$ cat src/rtl/decoder_arrhythmia_pkg.sv
// -----------------------------------------------------------------------------
// dec_pkg -- shared definitions for the arrhythmia VAE decoder.
//
// Contents:
//   BITSIZE / FRAC_BITS     sign-magnitude Q5.10 word geometry
//   N_HID / N_OUT           layer sizes (1 -> 6 -> 10)
//   ACC_W / SM_MAX          accumulator width and largest SM magnitude
//   state_t                 decoder FSM states
//   sm_to_tc / tc_to_sm     sign-magnitude <-> two's-complement conversion,
//                           the latter saturating and never producing -0
//   softplus_pwl / sigmoid_hard
//                           piecewise-linear activations, only referenced
//                           when the top is built with DEC_ACT_EN
// -----------------------------------------------------------------------------
package dec_pkg;

    localparam int BITSIZE   = 16;
    localparam int FRAC_BITS = 10;
    localparam int N_HID     = 6;
    localparam int N_OUT     = 10;
    localparam int ACC_W     = 24;
    localparam logic [BITSIZE-1:0] SM_MAX = 16'h7FFF;

    typedef enum logic [2:0] {
        S_IDLE = 3'd0,
        S_L1   = 3'd1,
        S_ACT1 = 3'd2,
        S_L2   = 3'd3,
        S_ACT2 = 3'd4,
        S_DONE = 3'd5
    } state_t;

    // Activation breakpoints in two's-complement Q5.10
    localparam logic signed [ACC_W-1:0] ONE_TC  = 24'sd1024;
    localparam logic signed [ACC_W-1:0] HALF_TC = 24'sd512;
    localparam logic signed [ACC_W-1:0] TWO_TC  = 24'sd2048;

    function automatic logic signed [ACC_W-1:0] sm_to_tc(input logic [BITSIZE-1:0] v);
        logic signed [ACC_W-1:0] m;
        m = {{(ACC_W-BITSIZE+1){1'b0}}, v[BITSIZE-2:0]};
        return v[BITSIZE-1] ? -m : m;
    endfunction

    function automatic logic [BITSIZE-1:0] tc_to_sm(input logic signed [ACC_W-1:0] a);
        logic [ACC_W-1:0] mag;
        logic [ACC_W-1:0] lim;
        mag = a[ACC_W-1] ? $unsigned(-a) : $unsigned(a);
        lim = {{(ACC_W-BITSIZE){1'b0}}, SM_MAX};
        if (mag == '0) begin
            return '0;
        end
        if (mag > lim) begin
            return {a[ACC_W-1], SM_MAX[BITSIZE-2:0]};
        end
        return {a[ACC_W-1], mag[BITSIZE-2:0]};
    endfunction

    // softplus ~ 0 below -2, identity above +2, straight line (x+2)/2 between
    function automatic logic [BITSIZE-1:0] softplus_pwl(input logic [BITSIZE-1:0] x);
        logic signed [ACC_W-1:0] t;
        t = sm_to_tc(x);
        if (t <= -TWO_TC) begin
            return '0;
        end
        if (t >= TWO_TC) begin
            return x;
        end
        return tc_to_sm((t + TWO_TC) >>> 1);
    endfunction

    // hard sigmoid: clamp(x/4 + 0.5, 0, 1)
    function automatic logic [BITSIZE-1:0] sigmoid_hard(input logic [BITSIZE-1:0] x);
        logic signed [ACC_W-1:0] r;
        r = (sm_to_tc(x) >>> 2) + HALF_TC;
        if (r < 0) begin
            return '0;
        end
        if (r > ONE_TC) begin
            return tc_to_sm(ONE_TC);
        end
        return tc_to_sm(r);
    endfunction

endpackage

$ cat src/rtl/decoder_arrhythmia_mac.sv
// -----------------------------------------------------------------------------
// dec_mac_sm -- single sign-magnitude multiplier feeding a 24-bit
// two's-complement accumulator, shared by both decoder layers.
//
// Ports:
//   i_clk, i_rst_n  clock, asynchronous active-low reset
//   i_a, i_b        SM Q5.10 operands
//   i_bias          SM Q5.10 bias used as the sum base when i_load is high
//   i_load          clear/load-bias: sum = bias + a*b, accumulator takes it
//   i_acc           accumulate: sum = acc + a*b, accumulator takes it
//   o_sum_sm        current sum (base + product) saturated back to SM; the
//                   caller captures it on the cycle that finishes a neuron,
//                   so the last term never needs an extra cycle
// -----------------------------------------------------------------------------
module dec_mac_sm
    import dec_pkg::*;
(
    input  logic               i_clk,
    input  logic               i_rst_n,
    input  logic [BITSIZE-1:0] i_a,
    input  logic [BITSIZE-1:0] i_b,
    input  logic [BITSIZE-1:0] i_bias,
    input  logic               i_load,
    input  logic               i_acc,
    output logic [BITSIZE-1:0] o_sum_sm
);

    localparam int PF_W = 2 * (BITSIZE - 1);   // full magnitude product width
    localparam int PM_W = PF_W - FRAC_BITS;    // product magnitude after >>10

    logic signed [ACC_W-1:0] r_acc;
    logic [PF_W-1:0]         w_prod_full;
    logic [PM_W-1:0]         w_prod_mag;
    logic signed [ACC_W-1:0] w_prod_pos;
    logic signed [ACC_W-1:0] w_prod_tc;
    logic signed [ACC_W-1:0] w_base;
    logic signed [ACC_W-1:0] w_sum;

    // Magnitude product truncated back to Q5.10; a zero magnitude with a
    // negative sign still becomes a plain zero in two's complement.
    assign w_prod_full = i_a[BITSIZE-2:0] * i_b[BITSIZE-2:0];
    assign w_prod_mag  = w_prod_full[PF_W-1:FRAC_BITS];
    assign w_prod_pos  = {{(ACC_W-PM_W){1'b0}}, w_prod_mag};
    assign w_prod_tc   = (i_a[BITSIZE-1] ^ i_b[BITSIZE-1]) ? -w_prod_pos : w_prod_pos;

    assign w_base   = i_load ? sm_to_tc(i_bias) : r_acc;
    assign w_sum    = w_base + w_prod_tc;
    assign o_sum_sm = tc_to_sm(w_sum);

    always_ff @(posedge i_clk or negedge i_rst_n) begin
        if (!i_rst_n) begin
            r_acc <= '0;
        end else if (i_load || i_acc) begin
            r_acc <= w_sum;
        end
    end

endmodule

$ cat src/rtl/decoder_arrhythmia.sv
// -----------------------------------------------------------------------------
// decoder_arrhythmia -- latent-to-signal decoder of the arrhythmia VAE.
// One latent z (SM Q5.10) goes through a 1->6 hidden layer and a 6->10
// output layer, both computed on one time-multiplexed MAC (dec_mac_sm).
//
// Build option: define DEC_ACT_EN to apply softplus to the hidden layer and
// sigmoid to the output layer, each taking ACT_LAT wait cycles. Without it
// both layers are linear and the activation states take zero cycles.
//
// Ports:
//   clk, reset         clock, asynchronous active-low reset
//   z, z_valid, z_ready   latent input handshake (z_ready = idle)
//   w_dec_1, b_dec_1   hidden weights/biases, element n at [16n +: 16]
//   w_dec_2            output weights, element j*6+k: hidden k -> output j
//   b_dec_2            output biases
//   y, y_valid, y_ready   10-element result handshake, y held until taken
//   busy               high whenever the FSM is not idle
// Weights and biases are read live and must be stable for the whole run.
// -----------------------------------------------------------------------------
module decoder_arrhythmia #(
    parameter int BITSIZE = 16,
    parameter int ACT_LAT = 3
) (
    input  logic                  clk,
    input  logic                  reset,
    input  logic [BITSIZE-1:0]    z,
    input  logic                  z_valid,
    output logic                  z_ready,
    input  logic [BITSIZE*6-1:0]  w_dec_1,
    input  logic [BITSIZE*6-1:0]  b_dec_1,
    input  logic [BITSIZE*60-1:0] w_dec_2,
    input  logic [BITSIZE*10-1:0] b_dec_2,
    output logic [BITSIZE*10-1:0] y,
    output logic                  y_valid,
    input  logic                  y_ready,
    output logic                  busy
);

    import dec_pkg::*;

`ifdef DEC_ACT_EN
    localparam bit ACT_EN = 1'b1;
`else
    localparam bit ACT_EN = 1'b0;
`endif
    localparam int         ACT_CYC   = ACT_EN ? ACT_LAT : 0;
    localparam logic [7:0] WAIT_LAST = 8'(ACT_CYC - 1);

    state_t                   r_state;
    state_t                   w_next;
    logic [2:0]               r_n;
    logic [3:0]               r_j;
    logic [2:0]               r_k;
    logic [7:0]               r_wait;
    logic [BITSIZE-1:0]       r_z;
    logic [BITSIZE-1:0]       r_h     [N_HID];
    logic [BITSIZE-1:0]       r_y_pre [N_OUT];
    logic [BITSIZE*N_OUT-1:0] r_y;
    logic [BITSIZE*N_OUT-1:0] w_y_final;

    logic [5:0]               w_widx;
    logic [BITSIZE-1:0]       w_mac_a;
    logic [BITSIZE-1:0]       w_mac_b;
    logic [BITSIZE-1:0]       w_mac_bias;
    logic                     w_mac_load;
    logic                     w_mac_acc;
    logic [BITSIZE-1:0]       w_mac_sm;

    assign w_widx = 6'(r_j) * 6'(N_HID) + 6'(r_k);

    // Outputs decode from state only, so nothing combinational reaches
    // them from z_valid or y_ready.
    assign z_ready = (r_state == S_IDLE);
    assign y_valid = (r_state == S_DONE);
    assign busy    = (r_state != S_IDLE);
    assign y       = r_y;

    always_ff @(posedge clk or negedge reset) begin
        if (!reset) begin
            r_state <= S_IDLE;
        end else begin
            r_state <= w_next;
        end
    end

    always_comb begin
        w_next     = r_state;
        w_mac_a    = r_z;
        w_mac_b    = '0;
        w_mac_bias = '0;
        w_mac_load = 1'b0;
        w_mac_acc  = 1'b0;
        case (r_state)
            S_IDLE: begin
                if (z_valid) begin
                    w_next = S_L1;
                end
            end
            S_L1: begin
                // Hidden neuron n is bias + one product: done in one cycle
                w_mac_b    = w_dec_1[BITSIZE*r_n +: BITSIZE];
                w_mac_bias = b_dec_1[BITSIZE*r_n +: BITSIZE];
                w_mac_load = 1'b1;
                if (r_n == 3'(N_HID-1)) begin
                    w_next = (ACT_CYC == 0) ? S_L2 : S_ACT1;
                end
            end
            S_ACT1: begin
                if (r_wait == WAIT_LAST) begin
                    w_next = S_L2;
                end
            end
            S_L2: begin
                w_mac_a    = r_h[r_k];
                w_mac_b    = w_dec_2[BITSIZE*w_widx +: BITSIZE];
                w_mac_bias = b_dec_2[BITSIZE*r_j +: BITSIZE];
                w_mac_load = (r_k == 3'd0);
                w_mac_acc  = (r_k != 3'd0);
                if (r_j == 4'(N_OUT-1) && r_k == 3'(N_HID-1)) begin
                    w_next = (ACT_CYC == 0) ? S_DONE : S_ACT2;
                end
            end
            S_ACT2: begin
                if (r_wait == WAIT_LAST) begin
                    w_next = S_DONE;
                end
            end
            S_DONE: begin
                if (y_ready) begin
                    w_next = S_IDLE;
                end
            end
            default: w_next = S_IDLE;
        endcase
    end

    dec_mac_sm u_mac (
        .i_clk    (clk),
        .i_rst_n  (reset),
        .i_a      (w_mac_a),
        .i_b      (w_mac_b),
        .i_bias   (w_mac_bias),
        .i_load   (w_mac_load),
        .i_acc    (w_mac_acc),
        .o_sum_sm (w_mac_sm)
    );

`ifdef DEC_ACT_EN
    logic [BITSIZE-1:0] w_h_act [N_HID];
    logic [BITSIZE-1:0] w_y_act [N_OUT];

    for (genvar gi = 0; gi < N_HID; gi++) begin : g_softplus
        assign w_h_act[gi] = softplus_pwl(r_h[gi]);
    end

    for (genvar gj = 0; gj < N_OUT; gj++) begin : g_sigmoid
        assign w_y_act[gj] = sigmoid_hard(r_y_pre[gj]);
    end

    // y is loaded at the end of ACT2, when every y_pre is already stored
    always_comb begin
        w_y_final = '0;
        for (int j = 0; j < N_OUT; j++) begin
            w_y_final[BITSIZE*j +: BITSIZE] = w_y_act[j];
        end
    end
`else
    // y is loaded on the final L2 cycle, so the last neuron comes straight
    // from the MAC rather than from y_pre, which is written on that same edge
    always_comb begin
        w_y_final = '0;
        for (int j = 0; j < N_OUT; j++) begin
            w_y_final[BITSIZE*j +: BITSIZE] = r_y_pre[j];
        end
        if (r_state == S_L2) begin
            w_y_final[BITSIZE*(N_OUT-1) +: BITSIZE] = w_mac_sm;
        end
    end
`endif

    always_ff @(posedge clk or negedge reset) begin
        if (!reset) begin
            r_z    <= '0;
            r_n    <= '0;
            r_j    <= '0;
            r_k    <= '0;
            r_wait <= '0;
            r_y    <= '0;
            for (int i = 0; i < N_HID; i++) begin
                r_h[i] <= '0;
            end
            for (int i = 0; i < N_OUT; i++) begin
                r_y_pre[i] <= '0;
            end
        end else begin
            case (r_state)
                S_IDLE: begin
                    if (z_valid) begin
                        r_z <= z;
                        r_n <= '0;
                        r_j <= '0;
                        r_k <= '0;
                    end
                end
                S_L1: begin
                    r_h[r_n] <= w_mac_sm;
                    r_n      <= r_n + 3'd1;
                end
                S_L2: begin
                    if (r_k == 3'(N_HID-1)) begin
                        r_y_pre[r_j] <= w_mac_sm;
                        r_k          <= '0;
                        r_j          <= r_j + 4'd1;
                    end else begin
                        r_k <= r_k + 3'd1;
                    end
                end
                default: ;
            endcase

            // Wait counter restarts on every entry into an activation state
            if ((r_state == S_ACT1 || r_state == S_ACT2) && w_next == r_state) begin
                r_wait <= r_wait + 8'd1;
            end else begin
                r_wait <= '0;
            end

`ifdef DEC_ACT_EN
            if (r_state == S_ACT1 && w_next == S_L2) begin
                for (int i = 0; i < N_HID; i++) begin
                    r_h[i] <= w_h_act[i];
                end
            end
`endif

            if (w_next == S_DONE && r_state != S_DONE) begin
                r_y <= w_y_final;
            end
        end
    end

endmodule

$ cat config.mk
export PLATFORM = sky130hd
export DESIGN_NAME = decoder_arrhythmia
export DESIGN_NICKNAME = d
export VERILOG_FILES = /design/src/rtl/decoder_arrhythmia_pkg.sv /design/src/rtl/decoder_arrhythmia_mac.sv /design/src/rtl/decoder_arrhythmia.sv
export SDC_FILE = /design/constraint.sdc
export NUM_CORES = 2
export LEC_CHECK = 0
export BUFFER_PORTS_ARGS = -buffer_cell sky130_fd_sc_hd__buf_2
export CORE_AREA = 2 2 581 583
export CTS_BUF_LIST = sky130_fd_sc_hd__clkbuf_2
export CTS_CLUSTER_DIAMETER = 150
export DETAILED_ROUTE_END_ITERATION = 8
export DIE_AREA = 0 0 583 585
export GPL_TIMING_DRIVEN = 0
export PLACE_DENSITY_LB_ADDON = 0.15
export SLEW_MARGIN = 20
export SYNTH_ARGS = -nofsm -noshare
export SYNTH_HDL_FRONTEND = slang
export SYNTH_HIERARCHICAL = 1
export SYNTH_SLANG_ARGS = --single-unit
$ cat constraint.sdc
create_clock -name clk -period 15.96 [get_ports clk]
set_input_delay 1.596 -clock clk [delete_from_list [all_inputs] [get_ports clk]]
set_output_delay 1.596 -clock clk [all_outputs]
set_load 0.05 [all_outputs]
==> results.md <==
* Post-DRT Antenna Nets at 0
* Count of mapped cells out of synthesis at 3,703
* First-pass GRT wire length at 466,000 µm
* Clock period minus final worst setup slack at 15.40 ns
* Htree depth at 4
* HPWL reported at the end of detailed placement at 326,000 µm
* Clock transition at the registers of the reported paths at 0.11 ns
* Yosys Warn Count at 6
* Area fraction of the dominant cell type after synthesis at 28.9%
* Area contributors post-synth: dfrtp_1 29%, mux4_2 16%, mux2_2 14%
* Async SR Flop Fraction at between 90% and 100%
* Total placed instance area at between 50,000 and 60,000 µm²
* Highest fanout seen on the critical path at 10
* CP max-delay cell: a311oi_2
* Critical path type: register to register
* Cell at the root of the clock tree: clkbuf_2
* Fraction of the yosys area taken by sequential cells at 28.9%
* Data arrival at the endpoint of the critical path at 16.67 ns
* Signed area change from the synthesized netlist to the final layout at 42.4%
* Initial core utilization at 12.3%
* Required time worst endpoint at 17.23 ns
* Cell Area, Synth at 41,300 µm²
* Placement Rows at 213
* Top achievable clock speed at 64.9 MHz
* TritonCTS Buffers at 140
* Number of search-and-repair iterations in the first detailed-routing pass at 5
* Utilization of the core after routing at 17.5%
* Pin count of the biggest net entering global routing at 90
* Boundary Pins at between 1k and 1.5k
* Max-cap viol count at 0
* Average footprint of a synthesized cell at ~11 µm²
* Largest clock skew in the final design at between 0.2 and 0.25 ns
* Worst-Margin Slew at 1.23 ns
* Number of pins exceeding their max-slew limit in the final report at 0
* Total via count after detailed routing at 41.9k
* DR vias/cell at 4.03
* Final GP Congestion at 1.02
* Number of distinct library cells after synthesis at between 90 and 100
* Clock latency of the later-clocked register in the worst-skew pair at 1.54 ns
* Total wire length at 370,000 µm
* Critical path's largest stage delay at about 0.71 ns
* Crit path launch type: register
* Average wire length per cell after detail routing at between 30 and 40 µm
* Total of fill cells in the finished design at 38.0k
* Final cell area excluding filler cells at ~59,000 µm²
* Buffer levels on the longest clock path at 3
* Placeable core region at 335,000 µm²
* Die outline height at 585 µm
* DRC violation count after routing at 0
* Layout cells sized above 1 at 53.5%
* NumNets Final at ~7.0k
* Final hold violation count at 0
* Residual overflow from global routing at 0
* TritonCTS clock tree: built
* Horiz. Die Dim at 583 µm
* Synthesis-stage register bit count at 477
* Starting DRT DRC Count at 2,924
* Max-Slew Margin vs Limit at 17.4%
* Port Buffers at 1,494
* Outcome: completed
* Cell taking the most area after synthesis: dfrtp_1
* Element type at the critical path end: register
* Worst path most repeated cell: fa_1
* Pre-CTS setup slack at -4.75 ns
* Hold Path Class: register to register
* Final setup violation count at 0
* Die Outline Area at 341,000 µm²
* Number of flops mapped to enable cells by yosys at 0
* Number of global-route vias before repair at 42.9k
* Predominant post-synthesis flop cell: dfrtp_1
* Number of sinks driven by the clock tree at 477
* Initial antenna violation count at 253
* Synthesized net count at about 5.3k
* Worst path setup slack after routing at 0.558 ns
* Period utilisation layout at 96.5%
* Overall routing resource usage at 21.1%
worst max-delay path, delay by kind of cell (launching register included):
kind            cells  cell delay (ns)
buf+inv            12             3.48
flops               1             0.33
xor+xnor            3             0.65
simple gates        6             1.20
mux                 3             0.75
fa+ha+maj           8             4.01
compound gates     17             4.72
layer usage:
layer	part of all wire [%]	global-route usage [%]	vias to the layer above
met3	7.6	6.51	536
met4	5.2	11.6	90
met1	36	22.3	21700
met2	51	37.4	1934
met5	0.16	0	-
li1	-	-	17600
Yosys cell counts (8+ instances only):
library cell	n
nor4_1	8
a31oi_1	22
clkbuf_1	148
buf_6	15
nand4_1	20
o2111ai_1	8
o221ai_1	16
a21o_1	18
and2_1	133
a311oi_1	15
xor2_1	38
o211ai_1	19
and3_1	18
nand3_1	42
mux4_2	289
xnor2_1	48
a221oi_1	34
o22a_1	16
mux2_2	505
mux2_1	8
o21ai_0	87
fa_1	169
buf_4	12
a21oi_1	130
mux2i_1	88
or2_2	22
buf_2	83
buf_1	13
nor3_1	29
nor2b_1	9
ha_1	132
inv_1	218
nand2b_1	8
o21a_1	14
o21ai_1	13
a22oi_1	48
or3_1	11
a211oi_1	24
nor2_1	185
o22ai_1	32
dfrtp_1	477
o41ai_1	18
nand2_1	351
stage by stage:
step | std cells | TNS (ns) | hold WS [ns]
finish | 10400 | 0 | 0.404
detailed placement | 9648 | -1142.84 | 0.457
global route | 10300 | -0.924 | 0.374
CTS | 9911 | 0 | 0.289
global placement | 9604 | -1610.06 | 0.455
floorplan | 3703 | 0 | 0.435
final timing paths:
kind | startpoint | to | slack [ns] | cells past startpoint
worst max-delay path | r_k[0]$_DFFE_PN0P_ | r_h[1]$_DFFE_PN0P_ | 0.56 | 49
worst min-delay path | r_y_pre[76]$_DFFE_PN0P_ | y[92]$_DFFE_PN0P_ | 0.40 | 1
worst max register to register | r_k[0]$_DFFE_PN0P_ | r_h[1]$_DFFE_PN0P_ | 0.56 | 49
worst min register to register | r_y_pre[76]$_DFFE_PN0P_ | y[92]$_DFFE_PN0P_ | 0.40 | 1
max in group asynchronous | reset | u_mac/r_acc[3]$_DFFE_PN0P_ | 13.76 | 4
min in group asynchronous | reset | y[81]$_DFFE_PN0P_ | 0.58 | 2
kinds of logic (layout without fill, tap and decap cells):
logic type | count (synthesis) | count (layout) | synth area share, %
AO/OA/AOI/OAI | 579 | 579 | 9.85
XOR/XNOR | 89 | 89 | 1.94
adder cells (fa/ha/maj) | 301 | 301 | 12.2
buffers and inverters | 492 | 2297 | 5.11
flip-flops | 477 | 477 | 28.9
multiplexers | 891 | 891 | 31.9
other | 0 | 463 | 0
AND/OR/NAND/NOR | 874 | 874 | 10.1
sequential cells by signal (all words and copies together), names as in the netlist:
signal / flops
u_mac/r_acc: 24
r_y_pre: 160
r_state: 3
r_j: 4
r_n: 3
r_k: 3
y: 160
r_h: 96
r_z: 16
r_wait: 8
final cells by class:
type                    instances  area, µm²  share of cell area [%]
well taps                    4407       5510                    9.38
plain buffers                 268       1500                    2.54
repair buffers               1568       8440                    14.3
diodes                        463       1160                    1.97
multi-input cells            2734      28200                    47.9
clock inverters                53        309                   0.525
clock buffers                 188        941                    1.60
flip-flops and latches        477      11900                    20.3
inverters                     220        826                    1.40
placed cells by master (no fill, tap or decap), types with 15 or more instances in the layout:
master	n
buf_6	29
nand3_1	36
o21ai_0	80
mux2i_1	88
a21oi_1	91
xor2_1	32
o22a_1	16
inv_1	218
dfrtp_1	476
mux2_2	505
a21o_1	18
a22oi_1	41
and2_1	133
xnor2_1	43
and3_1	18
clkbuf_4	20
nor2_1	176
a21oi_2	33
mux4_2	289
buf_2	1569
o211ai_1	19
clkbuf_2	228
nand4_1	20
fa_1	168
buf_4	49
clkbuf_1	87
o21ai_1	16
nor3_1	28
nand2_1	342
or2_2	22
o41ai_1	15
ha_1	132
a31oi_1	21
diode_2	463
a221oi_1	33
clkinv_1	33
o22ai_1	28
timing repair:
item	4_1_cts	5_1_grt
setup endpoints to repair	287	272
hold buffers	1	0
resized for setup	170	32
hold endpoints to repair	60	0
pin swaps	15	5
setup buffers	22	7
gates cloned	0	0
Power is not shown: default switching activity piles up to over one toggle a cycle in this logic, so the estimate is an artifact.
